===== src/rtl/pipelined_cond_sum_adder.sv =====
// Pipelined conditional-sum adder with valid/ready handshake and global-stall pipeline.
// Define CSA_SUB_EN to add the op_sub port (a - b via ~b plus forced carry-in).
module pipelined_cond_sum_adder #(
    parameter int WIDTH  = 8,
    parameter int STAGES = 2
) (
    input  logic             clk,
    input  logic             rst_n,
    input  logic             in_valid,
    output logic             in_ready,
    input  logic [WIDTH-1:0] a,
    input  logic [WIDTH-1:0] b,
    input  logic             cin,
`ifdef CSA_SUB_EN
    input  logic             op_sub,
`endif
    output logic             out_valid,
    input  logic             out_ready,
    output logic [WIDTH-1:0] sum,
    output logic             cout,
    output logic             ovf
);
    localparam int L = $clog2(WIDTH);
    localparam int P = 1 << L;
    localparam int R = STAGES - 1;

    // s0/c0: block results assuming block carry-in 0; s1/c1: carry-in 1.
    // c0/c1 are indexed by block number at the current level.
    typedef struct packed {
        logic         vld;
        logic         ci;
        logic         amsb;
        logic         bmsb;
        logic [P-1:0] s0;
        logic [P-1:0] s1;
        logic [P-1:0] c0;
        logic [P-1:0] c1;
    } lvl_t;

    // Rank r sits after merge level ceil(r*L/(R+1)); distinct and >= 1 for R <= L.
    function automatic bit is_rank(input int k);
        for (int r = 1; r <= R; r++)
            if ((r * L + R) / (R + 1) == k) return 1'b1;
        return 1'b0;
    endfunction

    logic             advance;
    logic [WIDTH-1:0] b_eff;
    logic             c_eff;

    assign advance  = !out_valid || out_ready;
    assign in_ready = advance;

`ifdef CSA_SUB_EN
    assign b_eff = op_sub ? ~b : b;
    assign c_eff = op_sub ? 1'b1 : cin;
`else
    assign b_eff = b;
    assign c_eff = cin;
`endif

    for (genvar k = 0; k <= L; k++) begin : lv
        lvl_t c;
        lvl_t q;
        logic unused_lv;

        if (k == 0) begin : g_pair
            logic [P-1:0] ax, bx;
            assign ax = P'(a);
            assign bx = P'(b_eff);
            always_comb begin
                c      = '0;
                c.vld  = in_valid;
                c.ci   = c_eff;
                c.amsb = a[WIDTH-1];
                c.bmsb = b_eff[WIDTH-1];
                c.s0   = ax ^ bx;
                c.s1   = ~(ax ^ bx);
                c.c0   = ax & bx;
                c.c1   = ax | bx;
            end
            assign unused_lv = ^q;
        end else begin : g_merge
            localparam int H = 1 << (k - 1);
            lvl_t p;
            assign p = lv[k-1].q;
            // Lower half is already final; upper half picks its pair by the lower carry.
            always_comb begin
                c    = p;
                c.c0 = '0;
                c.c1 = '0;
                for (int j = 0; j < (P >> k); j++) begin
                    c.s0[(2*j+1)*H +: H] = p.c0[2*j] ? p.s1[(2*j+1)*H +: H] : p.s0[(2*j+1)*H +: H];
                    c.s1[(2*j+1)*H +: H] = p.c1[2*j] ? p.s1[(2*j+1)*H +: H] : p.s0[(2*j+1)*H +: H];
                    c.c0[j] = p.c0[2*j] ? p.c1[2*j+1] : p.c0[2*j+1];
                    c.c1[j] = p.c1[2*j] ? p.c1[2*j+1] : p.c0[2*j+1];
                end
            end
            assign unused_lv = ^{p, q};
        end

        if (k > 0 && is_rank(k)) begin : g_reg
            always_ff @(posedge clk or negedge rst_n)
                if (!rst_n)
                    q <= '0;
                else if (advance) begin
                    if (c.vld) q <= c;
                    else       q.vld <= 1'b0;
                end
        end else begin : g_wire
            assign q = c;
        end
    end

    lvl_t         f;
    logic [P-1:0] fs;
    logic         fcout;
    logic         unused_f;

    assign f  = lv[L].q;
    assign fs = f.ci ? f.s1 : f.s0;

    // Zero padding propagates the real carry into bit WIDTH of the padded sum.
    if (P > WIDTH) begin : g_pad
        assign fcout = fs[WIDTH];
    end else begin : g_nopad
        assign fcout = f.ci ? f.c1[0] : f.c0[0];
    end

    assign unused_f = ^{f, fs};

    always_ff @(posedge clk or negedge rst_n)
        if (!rst_n) begin
            out_valid <= 1'b0;
            sum       <= '0;
            cout      <= 1'b0;
            ovf       <= 1'b0;
        end else if (advance) begin
            out_valid <= f.vld;
            if (f.vld) begin
                sum  <= fs[WIDTH-1:0];
                cout <= fcout;
                ovf  <= (f.amsb == f.bmsb) && (fs[WIDTH-1] != f.amsb);
            end
        end

endmodule


===== config.mk =====
export PLATFORM = sky130hd
export DESIGN_NAME = pipelined_cond_sum_adder
export DESIGN_NICKNAME = d
export VERILOG_FILES = /design/src/rtl/pipelined_cond_sum_adder.sv
export SDC_FILE = /design/constraint.sdc
export NUM_CORES = 1
export LEC_CHECK = 0
export CAP_MARGIN = 25
export CORE_ASPECT_RATIO = 0.75
export CORE_UTILIZATION = 50
export CTS_CLUSTER_SIZE = 8
export DETAILED_ROUTE_END_ITERATION = 8
export GPL_TIMING_DRIVEN = 0
export PLACE_DENSITY = 0.76
export SLEW_MARGIN = 15
export SYNTH_ARGS = -nofsm -noshare
export SYNTH_HDL_FRONTEND = slang
export SYNTH_SLANG_ARGS = --single-unit
export TNS_END_PERCENT = 50

===== constraint.sdc =====
create_clock -name clk -period 2.1 [get_ports clk]
set_clock_uncertainty 0.15 [all_clocks]
set_input_delay 0.21 -clock clk [delete_from_list [all_inputs] [get_ports clk]]
set_output_delay 0.21 -clock clk [all_outputs]
set_load 0.01 [all_outputs]

==> results.json <==
{
  "chipHeight_um": 56.1,
  "r2r_slack_ns": 0.32,
  "cellPowerDensity_nw_per_um2": 842,
  "cts-resized-gates": 0,
  "vias": 1491,
  "path_clk_slew_ns": 0.07,
  "irDropWorstVdd_mv": 0.417,
  "max_cap_violations": 0,
  "crit-reg2reg-launch": "f[34]$_DFFE_PN0P_",
  "clock_latency_ns": 0.28,
  "coreArea_um2": 3710,
  "setup-violations-final": 0,
  "cts_max_level": 2,
  "swShare": 0.305,
  "synth.cell_area_um2": 1950,
  "io_pins": 33,
  "min_from": "cin",
  "synth_warnings": 0,
  "pwr-share-seq": 0.462,
  "hold_path_depth": 3,
  "overflow": 0,
  "cts.path.max_buffers": 2,
  "hold_path_end": "f[34]$_DFFE_PN0P_",
  "antenna_found_initial": 0,
  "rsz0062_at_grt": "false",
  "mostFrequentLayoutCell": "nand2_1",
  "whs_ns": 0.314,
  "synth_cells": 207,
  "dpl.hpwl_um": 2810,
  "tightestPinTransition_ns": 0.740,
  "first_pass_iters": 4,
  "final_hold_viol_count": 0,
  "slew_headroom": 0.507,
  "arrival_ns": 1.90,
  "p_int_mw": 1.42,
  "switchingPower_mw": 0.622,
  "reg2reg_depth": 5,
  "r2r-end": "ovf$_DFFE_PN0P_",
  "ys_seq_area_frac": 0.449,
  "crit_required_ns": 2.16,
  "max_freq_ghz": 0.545,
  "die_w_um": 74.1,
  "stdcell_count": 300,
  "cp-start-kind": "primary input",
  "grt_pass1_wl_um": 6460,
  "period_minus_slack_ns": 1.84,
  "worstPathMaxFanout": 4,
  "final_cell_mix": "nand2_1, dfrtp_1, clkdlybuf4s50_1, o21ai_0, inv_1",
  "drc": 0,
  "avgSynthCellArea_um2": 9.43,
  "syn_nets": 244,
  "wire_per_inst_um": 12.1,
  "outcome": "finished, final reports clean",
  "area_growth_pct": 24.2,
  "ys_types": 26,
  "ys_ff_latch": 35,
  "hp-class": "primary input to flip-flop",
  "slew_viol_final": 0,
  "cts_buffers": 5,
  "place.gp.congestion": 0.824,
  "critPathKind": "primary input to flip-flop",
  "period_share": 0.874,
  "cts_root_buffer": "clkbuf_8",
  "drt_iter0_markers": 85,
  "drive_above_1_share": 0.0524,
  "tns_ns": 0,
  "placed_cells": 291,
  "cts_tree": "built",
  "vias_per_cell": 4.97,
  "grt_max_degree": 36,
  "cellLeakagePower_nw": 1.16,
  "grt_pass1_vias": 1463,
  "cts.sinks": 35,
  "rows": 19,
  "critPathCaptureType": "flip-flop",
  "nets": 284,
  "portBuffers": 32,
  "antenna-diode-count": 0,
  "p_clk_frac": 0.220,
  "drtAntennaViolNets": 0,
  "combPwrFrac": 0.317,
  "start_util": 0.526,
  "wirelength_um": 3630,
  "grt.total_usage": 0.206,
  "die_area_um2": 4160
}
==> per-layer routing <==
metal  global-route usage  wire length (um)  vias up
li1                     -                 -      778
met1                0.299              1890      674
met2                0.306              1520       34
met3               0.0380               169        5
met4               0.0742                51        0
met5                    0                 0        -
==> kinds of logic (layout without fill, tap and decap cells) <==
family,after synthesis,after routing,synth area share
adders and majority gates,16,16,0.103
xor gates and xnor gates,8,8,0.0359
DFF,35,35,0.449
and+or+nand+nor,78,78,0.191
buffers and inverters,25,66,0.0564
AOI/OAI and AO/OA,35,35,0.108
muxes,10,10,0.0577
==> Yosys cell counts <==
cell type	number	area [um^2]
a21oi_1	1	5.00
nand2_2	1	6.26
nor4_1	1	6.26
inv_1	17	63.8
o21a_1	4	30.0
nand2b_4	1	13.8
nor2b_1	4	25.0
buf_2	1	5.00
buf_6	2	22.5
dfrtp_1	35	876
nand2_1	39	146
nand2b_1	1	6.26
xnor2_1	2	17.5
nor2_1	8	30.0
o211ai_1	8	60.1
xor2_1	6	52.6
nand3_1	8	40.0
and2_1	3	18.8
mux2i_1	9	90.1
nor3_1	4	20.0
or4_1	8	60.1
ha_1	16	200
clkbuf_1	5	18.8
o21ai_0	21	105
mux2i_4	1	22.5
a221o_1	1	10.0
==> power by group through the flow <==
stage | registers (mW) | clock network [mW] | logic (mW)
after detailed placement | 0.957 | 0 | 0.651
after global placement | 0.948 | 0 | 0.636
after floorplan | 0.977 | 0 | 0.321
after CTS | 0.945 | 0.457 | 0.656
final | 0.943 | 0.449 | 0.647
after global routing | 0.967 | 0.486 | 0.729
==> final cells by class <==
cell class / instances / area [um^2]
fillers: 322 / 1280
multi-input cells: 147 / 966
flip-flops and latches: 35 / 876
repair buffers: 33 / 325
clock buffers: 7 / 76.3
well taps: 52 / 65.1
inverters: 17 / 63.8
plain buffers: 8 / 46.3
clock inverters: 1 / 5.00
==> flip-flops by register name (all words and copies together) (netlist names) <==
name	flops
cout	1
f	12
lv.q	12
out_valid	1
ovf	1
sum	8
==> worst max-delay path by stage <==
| stage | start | endpoint | slack, ns |
|---|---|---|---|
| after floorplan | f[34]$_DFFE_PN0P_ | ovf$_DFFE_PN0P_ | 0.48 |
| after global placement | rst_n | lv[2].q[1]$_DFFE_PN0P_ | -0.01 |
| after detailed placement | a[1] | f[27]$_DFFE_PN0P_ | 0.01 |
| after CTS | a[1] | lv[2].q[8]$_DFFE_PN0P_ | 0.28 |
| after global routing | f[34]$_DFFE_PN0P_ | ovf$_DFFE_PN0P_ | 0.14 |
| final | a[1] | lv[2].q[8]$_DFFE_PN0P_ | 0.26 |
==> critical path, cell delays in order <==
cell             delay [ns]
clkdlybuf4s50_1        0.49
inv_1                  0.05
ha_1                   0.21
nor2b_1                0.23
nor3_1                 0.13
or4_1                  0.48
nand3_1                0.10
==> repair_timing <==
item                                   4_1_cts  5_1_grt
endpoints found under the hold margin       35        0
buffers inserted                             0        0
hold buffers                                 1        0
==> through the flow <==
| step | setup WS (ns) | area, um^2 | total power, mW | util |
|---|---|---|---|---|
| after floorplan | 0.483 | 1950 | 1.30 | - |
| after global placement | -0.0147 | 2340 | 1.58 | 0.630 |
| after detailed placement | 0.00993 | 2330 | 1.61 | 0.629 |
| after CTS | 0.280 | 2420 | 2.06 | 0.654 |
| after global routing | 0.145 | 2420 | 2.18 | 0.654 |
| final | 0.264 | 2420 | 2.04 | 0.654 |
Power figures use the tool's default switching activity.
